File: config.mk
export PLATFORM = sky130hd
export DESIGN_NAME = hall_step_decoder_flat
export DESIGN_NICKNAME = d
export VERILOG_FILES = /design/src/rtl/hall_step_decoder_if.sv /design/src/rtl/hall_step_decoder.sv /design/src/flat_wrapper.sv
export SDC_FILE = /design/constraint.sdc
export NUM_CORES = 1
export LEC_CHECK = 0
export ABC_AREA = 1
export CAP_MARGIN = 20
export CORE_MARGIN = 10
export CORE_UTILIZATION = 30
export CTS_CLUSTER_SIZE = 28
export DETAILED_ROUTE_END_ITERATION = 12
export DONT_BUFFER_PORTS = 1
export PLACE_DENSITY = 0.44
export SLEW_MARGIN = 20
export SYNTH_ARGS = -nofsm -noshare
export SYNTH_HDL_FRONTEND = slang
export SYNTH_SLANG_ARGS = --single-unit
File: constraint.sdc
create_clock -name i_clk -period 2.7 [get_ports i_clk]
set_input_delay 0.81 -clock i_clk [delete_from_list [all_inputs] [get_ports i_clk]]
set_output_delay 0.81 -clock i_clk [all_outputs]
set_load 0.1 [all_outputs]
File: src/rtl/hall_step_decoder_if.sv
// Hall decoder bus: raw hall/control inputs and decoded step/period/status outputs.
interface hall_step_decoder_if #(
    parameter int unsigned K_PERIOD_W = 16
);
    logic [2:0]            i_hall;
    logic                  i_hall_polarity_rev;
    logic                  i_clear_error;
    logic [2:0]            o_step;
    logic                  o_step_valid;
    logic                  o_step_strobe;
    logic                  o_direction;
    logic [K_PERIOD_W-1:0] o_period;
    logic                  o_period_valid;
    logic                  o_stalled;
    logic                  o_error;
    logic                  o_substep_trigger;

    modport master (
        output i_hall, i_hall_polarity_rev, i_clear_error,
        input  o_step, o_step_valid, o_step_strobe, o_direction, o_period,
               o_period_valid, o_stalled, o_error, o_substep_trigger
    );

    modport slave (
        input  i_hall, i_hall_polarity_rev, i_clear_error,
        output o_step, o_step_valid, o_step_strobe, o_direction, o_period,
               o_period_valid, o_stalled, o_error, o_substep_trigger
    );
endinterface

File: src/rtl/hall_step_decoder.sv
// Hall sensor front end: sync, deglitch, decode to 6-step index, direction/period/stall/error.
// Optional substep pulse generator enabled by defining HALL_SUBSTEP_EN.
module hall_step_decoder #(
    parameter int unsigned K_FILTER_LEN = 4,
    parameter int unsigned K_PERIOD_W   = 16,
    parameter int unsigned K_NSUBSTEPS  = 10
) (
    input  logic               i_clk,
    input  logic               i_rst_n,
    hall_step_decoder_if.slave hall_if
);

    localparam int unsigned CNT_W = (K_FILTER_LEN > 1) ? $clog2(K_FILTER_LEN) : 1;
    localparam logic [CNT_W-1:0]      CNT_LAST = CNT_W'(K_FILTER_LEN - 1);
    localparam logic [K_PERIOD_W-1:0] PER_MAX  = '1;

    if (K_FILTER_LEN < 1 || K_NSUBSTEPS < 2) begin : g_bad_param
        $error("hall_step_decoder: K_FILTER_LEN must be >= 1 and K_NSUBSTEPS >= 2");
    end

    function automatic logic [2:0] decode(input logic [2:0] code);
        case (code)
            3'b101:  decode = 3'd0;
            3'b100:  decode = 3'd1;
            3'b110:  decode = 3'd2;
            3'b010:  decode = 3'd3;
            3'b011:  decode = 3'd4;
            3'b001:  decode = 3'd5;
            default: decode = 3'd0;
        endcase
    endfunction

    logic [2:0]            sync1_q, sync2_q, prev_q;
    logic [2:0]            acc_code_q, acc_code_d;
    logic [CNT_W-1:0]      flt_cnt_q, flt_cnt_d;
    logic [K_PERIOD_W-1:0] per_cnt_q, per_cnt_d;
    logic [K_PERIOD_W-1:0] period_q, period_d;
    logic [2:0]            step_q, step_d;
    logic                  step_valid_q, step_valid_d;
    logic                  strobe_q, strobe_d;
    logic                  dir_q, dir_d;
    logic                  period_valid_q, period_valid_d;
    logic                  stalled_q, stalled_d;
    logic                  error_q, error_d;

    logic                  stable, accept, code_ok, per_sat, can_publish;
    logic [2:0]            new_step, step_diff;

    // Filter: candidate must match its previous-cycle value for K_FILTER_LEN cycles.
    always_comb begin
        stable     = (sync2_q == prev_q);
        accept     = stable && (sync2_q != acc_code_q) && (flt_cnt_q == CNT_LAST);
        flt_cnt_d  = flt_cnt_q;
        acc_code_d = acc_code_q;
        if (!stable || (sync2_q == acc_code_q)) begin
            flt_cnt_d = '0;
        end else if (flt_cnt_q != CNT_LAST) begin
            flt_cnt_d = flt_cnt_q + CNT_W'(1);
        end
        if (accept) begin
            acc_code_d = sync2_q;
        end
    end

    // Decode, direction, period publish and error tracking.
    always_comb begin
        code_ok        = (sync2_q != 3'b000) && (sync2_q != 3'b111);
        new_step       = decode(sync2_q);
        step_diff      = (new_step >= step_q) ? 3'(new_step - step_q)
                                              : 3'(4'(new_step) + 4'd6 - 4'(step_q));
        per_sat        = (per_cnt_q == PER_MAX);
        can_publish    = !stalled_q && !per_sat;

        step_d         = step_q;
        step_valid_d   = step_valid_q;
        strobe_d       = 1'b0;
        dir_d          = dir_q;
        period_d       = period_q;
        period_valid_d = period_valid_q;
        stalled_d      = stalled_q;
        error_d        = error_q;

        if (hall_if.i_clear_error) begin
            error_d = 1'b0;
        end
        if (per_sat) begin
            stalled_d      = 1'b1;
            period_valid_d = 1'b0;
        end

        if (accept) begin
            if (!code_ok) begin
                error_d      = 1'b1;
                step_valid_d = 1'b0;
            end else begin
                strobe_d     = 1'b1;
                step_d       = new_step;
                step_valid_d = 1'b1;
                stalled_d    = 1'b0;
                if (step_valid_q) begin
                    if (step_diff == 3'd1 || step_diff == 3'd5) begin
                        dir_d = (step_diff == 3'd1);
                        if (can_publish) begin
                            period_d       = per_cnt_q;
                            period_valid_d = 1'b1;
                        end
                    end else begin
                        error_d        = 1'b1;
                        period_valid_d = 1'b0;
                    end
                end
            end
        end

        // Period counter restarts at 1 so a strobe-to-strobe gap of N cycles reads N.
        if (strobe_d) begin
            per_cnt_d = K_PERIOD_W'(1);
        end else if (per_sat) begin
            per_cnt_d = per_cnt_q;
        end else begin
            per_cnt_d = per_cnt_q + K_PERIOD_W'(1);
        end
    end

    always_ff @(posedge i_clk or negedge i_rst_n) begin
        if (!i_rst_n) begin
            sync1_q        <= 3'b000;
            sync2_q        <= 3'b000;
            prev_q         <= 3'b000;
            acc_code_q     <= 3'b000;
            flt_cnt_q      <= '0;
            per_cnt_q      <= '0;
            period_q       <= '0;
            step_q         <= 3'd0;
            step_valid_q   <= 1'b0;
            strobe_q       <= 1'b0;
            dir_q          <= 1'b1;
            period_valid_q <= 1'b0;
            stalled_q      <= 1'b0;
            error_q        <= 1'b0;
        end else begin
            sync1_q        <= hall_if.i_hall ^ {3{hall_if.i_hall_polarity_rev}};
            sync2_q        <= sync1_q;
            prev_q         <= sync2_q;
            acc_code_q     <= acc_code_d;
            flt_cnt_q      <= flt_cnt_d;
            per_cnt_q      <= per_cnt_d;
            period_q       <= period_d;
            step_q         <= step_d;
            step_valid_q   <= step_valid_d;
            strobe_q       <= strobe_d;
            dir_q          <= dir_d;
            period_valid_q <= period_valid_d;
            stalled_q      <= stalled_d;
            error_q        <= error_d;
        end
    end

    assign hall_if.o_step         = step_q;
    assign hall_if.o_step_valid   = step_valid_q;
    assign hall_if.o_step_strobe  = strobe_q;
    assign hall_if.o_direction    = dir_q;
    assign hall_if.o_period       = period_q;
    assign hall_if.o_period_valid = period_valid_q;
    assign hall_if.o_stalled      = stalled_q;
    assign hall_if.o_error        = error_q;

`ifdef HALL_SUBSTEP_EN
    localparam int unsigned ACC_W = K_PERIOD_W + $clog2(K_NSUBSTEPS) + 1;
    localparam int unsigned SUB_W = $clog2(K_NSUBSTEPS);
    localparam logic [SUB_W-1:0] SUB_LAST = SUB_W'(K_NSUBSTEPS - 1);

    logic [ACC_W-1:0] ph_acc_q, ph_acc_d, ph_sum;
    logic [SUB_W-1:0] sub_cnt_q, sub_cnt_d;
    logic             sub_trig_q, sub_trig_d;

    // Phase accumulator: K_NSUBSTEPS per cycle against the published period.
    always_comb begin
        ph_sum     = ph_acc_q + ACC_W'(K_NSUBSTEPS);
        ph_acc_d   = ph_acc_q;
        sub_cnt_d  = sub_cnt_q;
        sub_trig_d = 1'b0;
        if (strobe_d) begin
            ph_acc_d  = '0;
            sub_cnt_d = '0;
        end else if (period_valid_q && !stalled_q && (sub_cnt_q != SUB_LAST)) begin
            if (ph_sum >= ACC_W'(period_q)) begin
                ph_acc_d   = ph_sum - ACC_W'(period_q);
                sub_trig_d = 1'b1;
                sub_cnt_d  = sub_cnt_q + SUB_W'(1);
            end else begin
                ph_acc_d   = ph_sum;
            end
        end
    end

    always_ff @(posedge i_clk or negedge i_rst_n) begin
        if (!i_rst_n) begin
            ph_acc_q   <= '0;
            sub_cnt_q  <= '0;
            sub_trig_q <= 1'b0;
        end else begin
            ph_acc_q   <= ph_acc_d;
            sub_cnt_q  <= sub_cnt_d;
            sub_trig_q <= sub_trig_d;
        end
    end

    assign hall_if.o_substep_trigger = sub_trig_q;
`else
    assign hall_if.o_substep_trigger = 1'b0;
`endif

endmodule
File: src/flat_wrapper.sv
// flat-port wrapper written by rule: the top's interface ports become plain ports
module hall_step_decoder_flat 
#(
    parameter int unsigned K_FILTER_LEN = 4,
    parameter int unsigned K_PERIOD_W   = 16,
    parameter int unsigned K_NSUBSTEPS  = 10
)
  (i_clk, i_rst_n, hall_if_i_hall, hall_if_i_hall_polarity_rev, hall_if_i_clear_error, hall_if_o_step, hall_if_o_step_valid, hall_if_o_step_strobe, hall_if_o_direction, hall_if_o_period, hall_if_o_period_valid, hall_if_o_stalled, hall_if_o_error, hall_if_o_substep_trigger);
  hall_step_decoder_if #(.K_PERIOD_W(K_PERIOD_W)) hall_if_i ();
  input  logic i_clk;
  input  logic i_rst_n;
  input wire logic [$bits(hall_if_i.i_hall)-1:0] hall_if_i_hall;
  input wire logic [$bits(hall_if_i.i_hall_polarity_rev)-1:0] hall_if_i_hall_polarity_rev;
  input wire logic [$bits(hall_if_i.i_clear_error)-1:0] hall_if_i_clear_error;
  output wire logic [$bits(hall_if_i.o_step)-1:0] hall_if_o_step;
  output wire logic [$bits(hall_if_i.o_step_valid)-1:0] hall_if_o_step_valid;
  output wire logic [$bits(hall_if_i.o_step_strobe)-1:0] hall_if_o_step_strobe;
  output wire logic [$bits(hall_if_i.o_direction)-1:0] hall_if_o_direction;
  output wire logic [$bits(hall_if_i.o_period)-1:0] hall_if_o_period;
  output wire logic [$bits(hall_if_i.o_period_valid)-1:0] hall_if_o_period_valid;
  output wire logic [$bits(hall_if_i.o_stalled)-1:0] hall_if_o_stalled;
  output wire logic [$bits(hall_if_i.o_error)-1:0] hall_if_o_error;
  output wire logic [$bits(hall_if_i.o_substep_trigger)-1:0] hall_if_o_substep_trigger;
  assign hall_if_i.i_hall = hall_if_i_hall;
  assign hall_if_i.i_hall_polarity_rev = hall_if_i_hall_polarity_rev;
  assign hall_if_i.i_clear_error = hall_if_i_clear_error;
  assign hall_if_o_step = hall_if_i.o_step;
  assign hall_if_o_step_valid = hall_if_i.o_step_valid;
  assign hall_if_o_step_strobe = hall_if_i.o_step_strobe;
  assign hall_if_o_direction = hall_if_i.o_direction;
  assign hall_if_o_period = hall_if_i.o_period;
  assign hall_if_o_period_valid = hall_if_i.o_period_valid;
  assign hall_if_o_stalled = hall_if_i.o_stalled;
  assign hall_if_o_error = hall_if_i.o_error;
  assign hall_if_o_substep_trigger = hall_if_i.o_substep_trigger;
  hall_step_decoder #(.K_FILTER_LEN(K_FILTER_LEN), .K_PERIOD_W(K_PERIOD_W), .K_NSUBSTEPS(K_NSUBSTEPS)) u_core (.i_clk(i_clk), .i_rst_n(i_rst_n), .hall_if(hall_if_i));
endmodule
==> impl_summary.txt, run 1 <==
----------------------------------------------------
[STA]
  Actual transition at the worst max-transition pin ... around 1000 ps
  Remaining max-slew budget at the tightest pin ... between 30% and 40%
  Total negative slack ... 0 ps
  Hold WS ... around 180 ps
  Final number of setup-violating endpoints ... 0
  Max Fclk ... about 400 MHz
  Post-route clock skew ... approximately 5.2 ps
  Worst-case setup margin in the final layout ... roughly 230 ps
  Max Transition Viols Final ... 0
  Total count of hold-check failures in the final report ... 0
  RSZ-0062 raised after global routing ... no
  Final cycle utilization of the critical path ... approximately nine tenths
  Clock period minus final worst setup slack ... approximately 2500 ps

[Worst setup path]
  Slowest CP cell ... sky130_fd_sc_hd__fa_1
  Max incr delay on CP ... 540 ps
  Maximum net fanout on the critical path ... 8
  CP cell instances ... nor2_1 -> inv_1 -> a21oi_1 -> inv_1 -> ha_1 -> fa_1 -> inv_1 -> nand2_1 -> nand3_2 -> nor2_4 -> nand3_4 -> nand2_1 -> nand2_1
  Critical Path Sink Type ... register
  Category of the critical setup timing path ... register to register
  Data arrival time at the worst-slack endpoint ... between 2000 and 3000 ps
  Cell family with the largest share of critical-path delay ... simple AND/OR/NAND/NOR gates
  Required time worst endpoint ... between 2000 and 3000 ps
  Buffer and inverter count on the worst path ... 3
  Type of origin of the critical path ... register

[CTS]
  Number of hold buffers added after cts ... 0
  Clock Pin Slew Worst Setup and Hold Paths ... 110 ps
  Later-pin clock latency in the skew report ... 310 ps
  Clock buffers created by TritonCTS ... 5
  Root buffer cell ... sky130_fd_sc_hd__clkbuf_8
  Total number of H-tree levels ... 2
  Longest Clk Path Bufs ... 2
  Clock tree from TritonCTS ... yes
  Number of clock sinks seen by CTS ... 55

[Route]
  Routed WL ... between 6000 and 7000 µm
  Routed WL per cell ... 14.01 µm
  Remaining routing DRC violations ... 0
  Via count ... between 2k and 2.5k
  Router iterations before antenna repair ... 4
  Average vias per placed instance ... between 4 and 5
  Antenna Violating Nets Remaining ... 0
  DR iter-0 viols ... between 100 and 150

[Yosys]
  Distinct cell type count of the synthesized netlist ... 33
  Fraction of registers with async set/reset ... 100.0%
  Cell count after synthesis ... 321
  Synthesized area ... approximately 0.0028 mm²
  Sequential fraction of the synthesis area ... 48.91%
  Flop and latch count out of synthesis ... 55
  Mean instance size in the synthesized netlist ... 8.774 µm²
  Commonest register cell after synthesis ... sky130_fd_sc_hd__dfrtp_1
  Net Count, Synth ... between 300 and 400
  Number of flops mapped to enable cells by yosys ... 0
  Yosys synthesis warning count ... 0

[GRT]
  Maximum number of pins on one net before global-route repair ... between 50 and 60
  Via count of the first global-routing pass ... 2077
  Global-route total usage across every layer ... under 10%
  GRT Residual Overflow ... 0
  First-pass GRT wire length ... around 11000 µm
  Antenna violations before repair ... 0

[Place]
  Dpl ws ... 114.9 ps
  Half-perimeter wire length after detailed placement ... approximately 4700 µm
  Port-buffer cells ... 0
  Cell Area, Placed ... around 0.0031 mm²
  Routability-driven placement congestion ratio ... roughly 0.8
  Number of placed instances, taps included ... between 400 and 500

[Finish]
  Syn-to-layout area delta ... 15.33%
  Antenna cells ... 0
  Final net count ... ~370
  Fill cell instance count of the final layout ... just under 1k
  Post-route non-filler standard cell count ... 462
  Final std cell area, no fill ... roughly 0.0032 mm²
  Share of layout cells above drive strength 1 ... between 10% and 20%

[Floorplan]
  Die area ... approximately 0.014 mm²
  Effective utilization at floorplan ... a little under a third
  Height of the die ... between 100 and 150 µm
  Number of I/O pins ... 33
  # rows ... 35
  Chip Width ... between 100 and 150 µm
  Core area ... between 0.009 and 0.01 mm²

[Pwr]
  Power per standard cell area ... a little over 500 mW/mm²
  Max IR drop VDD ... 199.1 µV
  Static leakage ... about 1.6 nW

[Outcome]
  Run status ... finished clean

[Worst hold path]
  Worst Hold Class ... input port to async pin

[Job]
  Max-cap viol count ... 0

----------------------------------------------------
## cells in the final DEF (no fill, tap or decap), types with 2 or more instances in the layout
cell | synthesis | final
sky130_fd_sc_hd__nor3_1 | 5 | 5
sky130_fd_sc_hd__clkinv_4 | 1 | 2
sky130_fd_sc_hd__a31oi_1 | 5 | 5
sky130_fd_sc_hd__nor2_4 | 4 | 5
sky130_fd_sc_hd__nor2_1 | 21 | 20
sky130_fd_sc_hd__xor2_1 | 9 | 9
sky130_fd_sc_hd__xnor2_1 | 7 | 7
sky130_fd_sc_hd__nand3_1 | 27 | 26
sky130_fd_sc_hd__buf_4 | 2 | 28
sky130_fd_sc_hd__nand3_2 | 3 | 4
sky130_fd_sc_hd__o22ai_1 | 2 | 2
sky130_fd_sc_hd__ha_1 | 7 | 7
sky130_fd_sc_hd__nand3_4 | 2 | 3
sky130_fd_sc_hd__dfrtp_1 | 54 | 53
sky130_fd_sc_hd__nand4_1 | 3 | 3
sky130_fd_sc_hd__a21oi_1 | 5 | 5
sky130_fd_sc_hd__o21ai_0 | 14 | 14
sky130_fd_sc_hd__inv_2 | 2 | 2
sky130_fd_sc_hd__nand2_2 | 6 | 6
sky130_fd_sc_hd__nand3b_1 | 2 | 2
sky130_fd_sc_hd__nor3_2 | 2 | 2
sky130_fd_sc_hd__or2_2 | 3 | 3
sky130_fd_sc_hd__nand2_1 | 89 | 89
sky130_fd_sc_hd__inv_1 | 34 | 34
sky130_fd_sc_hd__clkbuf_8 | 0 | 6
## cell families after synthesis
family | share of synthesized area (%)
flops | 48.91
fa+ha+maj | 3.820
xor+xnor | 4.976
other cells | 0.1331
simple gates | 29.72
compound gates | 4.931
buf+inv | 7.507
## stage by stage
step,utilization [%],power [mW]
final,35.32,1.667
after global routing,35.32,1.765
after CTS,34.60,1.681
after detailed placement,33.52,1.175
after global placement,33.52,1.176
after floorplan,-,1.127
## power by group
part	switching (mW)	total (mW)	internal (mW)
combinational	0.135	0.221	0.0859
clock	0.290	0.501	0.210
sequential	0.0679	0.946	0.878
## routing by layer
layer  track usage (%)  vias to the layer above  routed length, µm
li1                  -                     1081                  -
met1             13.89                      956               3338
met2             15.07                       36               2820
met3             1.631                        8                237
met4             2.718                        0                 78
met5                 0                        -                  0
## sequential cells by signal, indices dropped and copies added (netlist names)
register,count
u_core.hall_if.o_error,1
u_core.hall_if.o_period,16
u_core.hall_if.o_direction,1
u_core.sync1_q,3
u_core.hall_if.o_step_strobe,1
u_core.sync2_q,3
u_core.hall_if.o_stalled,1
u_core.per_cnt_q,16
u_core.hall_if.o_period_valid,1
u_core.acc_code_q,3
u_core.hall_if.o_step,3
u_core.hall_if.o_step_valid,1
u_core.flt_cnt_q,2
u_core.prev_q,3
## path summary, 6_finish.rpt
kind / slack [ps] / depth (start not counted) / end / start
max in group asynchronous: 2340 / 0 / u_core.hall_if.o_direction / i_rst_n
worst min-delay path: 180 / 0 / u_core.sync1_q[2] / i_rst_n
min in group i_clk: 360 / 0 / u_core.sync2_q[0] / u_core.sync1_q[0]
worst min register to register: 360 / 0 / u_core.sync2_q[0] / u_core.sync1_q[0]
worst max-delay path: 230 / 13 / u_core.hall_if.o_period[13] / u_core.sync2_q[1]
worst max register to register: 230 / 13 / u_core.hall_if.o_period[13] / u_core.sync2_q[1]
## worst reg2reg max path, delay by kind of cell, from the launching register on
kind	cells	cell delay, ps
adders and majority gates	2	760
buffers and inverters	3	160
AOI/OAI and AO/OA	1	120
and+or+nand+nor	7	890
DFF	1	450
## cell usage after synthesis (all sizes together), types with 4 or more instances
library cell / n / share of area (%)
nor2: 26 / 4.6
o21ai: 14 / 2.5
xor2: 9 / 2.8
a21oi: 5 / 0.89
a31oi: 5 / 1.1
xnor2: 7 / 2.2
nand3: 32 / 7.1
nor3: 8 / 2.2
buf: 8 / 2.4
inv: 36 / 4.8
ha: 7 / 3.1
nand4: 4 / 1.4
dfrtp: 54 / 48
nand2: 95 / 13
## final cells by class
cell class	count	area, µm²	share of cell area [%]
sequential	55	1379	42.45
multi-input combinational	222	1257	38.71
timing repair buffer	29	230.2	7.088
inverter	37	143.9	4.430
tap	111	138.9	4.276
clock buffer	6	82.58	2.542
clock inverter	2	16.27	0.5008
## what timing repair did
item	in CTS	in global routing
gates resized for setup	0	5
buffers inserted	0	3
endpoints found under the setup margin	0	17
Note: power is estimated with default switching activity, not from simulation.
==> run 2: changes to the inputs <==
--- a/config.mk
+++ b/config.mk
@@ -9,6 +9,7 @@
 export CAP_MARGIN = 20
 export CORE_MARGIN = 10
 export CORE_UTILIZATION = 30
+export CTS_BUF_LIST = sky130_fd_sc_hd__clkbuf_16
 export CTS_CLUSTER_SIZE = 28
 export DETAILED_ROUTE_END_ITERATION = 12
 export DONT_BUFFER_PORTS = 1
==> impl_summary.txt, run 2 (synthesis gave the netlist of run 1 again) <==
----------------------------------------------------
[Outcome]
  Run status ... finished clean

[Route]
  DR iter-0 viols ... 119
  Routed WL per cell ... between 10 and 15 µm
  Remaining routing DRC violations ... 0
  Routed WL ... around 6400 µm
  Router iterations before antenna repair ... 4
  Antenna Violating Nets Remaining ... 0
  Average vias per placed instance ... approximately 4.5
  Via count ... 2059

[Floorplan]
  Number of I/O pins ... 33
  Height of the die ... between 100 and 150 µm
  Core area ... approximately 0.009 mm²
  # rows ... 35
  Die area ... roughly 0.014 mm²
  Chip Width ... around 120 µm
  Effective utilization at floorplan ... a little under a third

[Worst setup path]
  Required time worst endpoint ... about 2900 ps
  Category of the critical setup timing path ... register to register
  Max incr delay on CP ... about 540 ps
  Data arrival time at the worst-slack endpoint ... around 2700 ps
  Type of origin of the critical path ... register
  Maximum net fanout on the critical path ... 8
  CP cell instances ... nor2_1 -> inv_1 -> a21oi_1 -> inv_1 -> ha_1 -> fa_1 -> inv_1 -> nand2_1 -> nand3_2 -> nor2_4 -> nand3_4 -> nand2_1 -> nand2_1
  Slowest CP cell ... sky130_fd_sc_hd__fa_1
  Worst R2R Setup Slack ... around 210 ps
  Launch point of the worst reg-to-reg path ... u_core.sync2_q[1]
  Worst R2R End ... u_core.hall_if.o_period[13]
  Critical Path Sink Type ... register
  Logic depth of the worst register-to-register path ... 13

[CTS]
  Number of clock sinks seen by CTS ... 55
  Root buffer cell ... sky130_fd_sc_hd__clkbuf_16
  Number of hold buffers added after cts ... 0
  Clock tree from TritonCTS ... yes
  Clock buffers created by TritonCTS ... 5
  Later-pin clock latency in the skew report ... between 200 and 300 ps
  Longest Clk Path Bufs ... 2
  Clock Pin Slew Worst Setup and Hold Paths ... about 70 ps
  Total number of H-tree levels ... 2

[Finish]
  Syn-to-layout area delta ... 16.44%
  Antenna cells ... 0
  Share of layout cells above drive strength 1 ... around a fifth
  Fill cell instance count of the final layout ... approximately 970
  Final net count ... around 360
  Most common library cell in the layout ignoring fill and taps ... sky130_fd_sc_hd__nand2_1
  Commonest cells after routing, fill and taps aside ... sky130_fd_sc_hd__nand2_1 (89), sky130_fd_sc_hd__dfrtp_1 (53), sky130_fd_sc_hd__inv_1 (34)

[STA]
  Max Transition Viols Final ... 0
  Total count of hold-check failures in the final report ... 0
  RSZ-0062 raised after global routing ... no
  Actual transition at the worst max-transition pin ... around 1000 ps
  Max Fclk ... ~400 MHz
  Post-route clock skew ... about 4.8 ps
  Final cycle utilization of the critical path ... about 92%
  Clock period minus final worst setup slack ... between 2000 and 2500 ps
  Total negative slack ... 0 ps
  Final number of setup-violating endpoints ... 0
  Remaining max-slew budget at the tightest pin ... between 30% and 40%

[Worst hold path]
  Worst Hold Class ... input port to async pin

[Job]
  Max-cap viol count ... 0

[Place]
  Routability-driven placement congestion ratio ... between 0.7 and 0.8
  Half-perimeter wire length after detailed placement ... 4667 µm
  Port-buffer cells ... 0

[GRT]
  Antenna violations before repair ... 0
  GRT Residual Overflow ... 0
  Global-route total usage across every layer ... roughly a tenth
  Maximum number of pins on one net before global-route repair ... 56
  Via count of the first global-routing pass ... 2084
  First-pass GRT wire length ... roughly 11000 µm

[Pwr]
  Power per standard cell area ... roughly 550 mW/mm²
  Max IR drop VDD ... approximately 260 µV
  Static leakage ... 1.629 nW
  Post-layout power ... 1.810 mW

----------------------------------------------------
run 2: power by group:
part / total (mW) / leakage, nW / switching, mW / internal, mW
Clock: 0.646 / 0.0674 / 0.303 / 0.343
Combinational: 0.216 / 0.832 / 0.134 / 0.0823
Sequential: 0.947 / 0.729 / 0.0695 / 0.878
Total: 1.81 / 1.63 / 0.506 / 1.30
run 2: worst max-delay path by stage:
stage | startpoint | to | slack, ps | cells past startpoint
2_1_floorplan | u_core.hall_if.o_step[0] | u_core.hall_if.o_period[10] | 130 | 9
3_3_place_gp | u_core.sync2_q[1] | u_core.hall_if.o_period[12] | 210 | 13
3_5_place_dp | u_core.sync2_q[1] | u_core.hall_if.o_period[4] | 110 | 13
4_1_cts | u_core.sync2_q[1] | u_core.hall_if.o_period[4] | 100 | 13
5_1_grt | u_core.sync2_q[1] | u_core.hall_if.o_period[13] | 7 | 13
6_report | u_core.sync2_q[1] | u_core.hall_if.o_period[13] | 210 | 13
run 2: cell type report:
type	count	area, µm²	share of cell area, %
tap	111	138.9	4.235
multi-input combinational	222	1257	38.34
clock inverter	3	20.02	0.6105
timing repair buffer	27	215.2	6.562
inverter	37	143.9	4.388
clock buffer	5	125.1	3.815
sequential	55	1379	42.04
run 2: critical path, delay by kind of cell, from the launching register on:
kind / cells / cell delay (ps)
buf+inv: 3 / 160
fa+ha+maj: 2 / 760
simple gates: 7 / 900
flops: 1 / 460
compound gates: 1 / 120
run 2: metal layers:
metal	vias to the layer above	global-route usage, %	part of all wire (%)
met4	0	2.718	1.2
met1	939	13.89	52
li1	1081	-	-
met5	-	0	0
met2	31	15.07	43
met3	8	1.631	3.7
run 2: stage by stage:
step | worst slack (ps) | utilization [%] | hold WS, ps | std cells | cell area [µm²]
global placement | 209.5 | 33.52 | 333.2 | 450 | 3083
finish | 207.5 | 35.66 | 206.0 | 460 | 3279
floorplan | 132.2 | - | 331.2 | 321 | 2816
CTS | 100.4 | 35.10 | 202.2 | 458 | 3228
global route | 6.625 | 35.66 | 194.0 | 460 | 3279
detailed placement | 114.9 | 33.52 | 335.5 | 450 | 3083
run 2: repair_timing:
| action | 4_1_cts | 5_1_grt |
|---|---|---|
| buffers inserted | 0 | 1 |
| setup endpoints to repair | 0 | 17 |
| resized for setup | 0 | 5 |
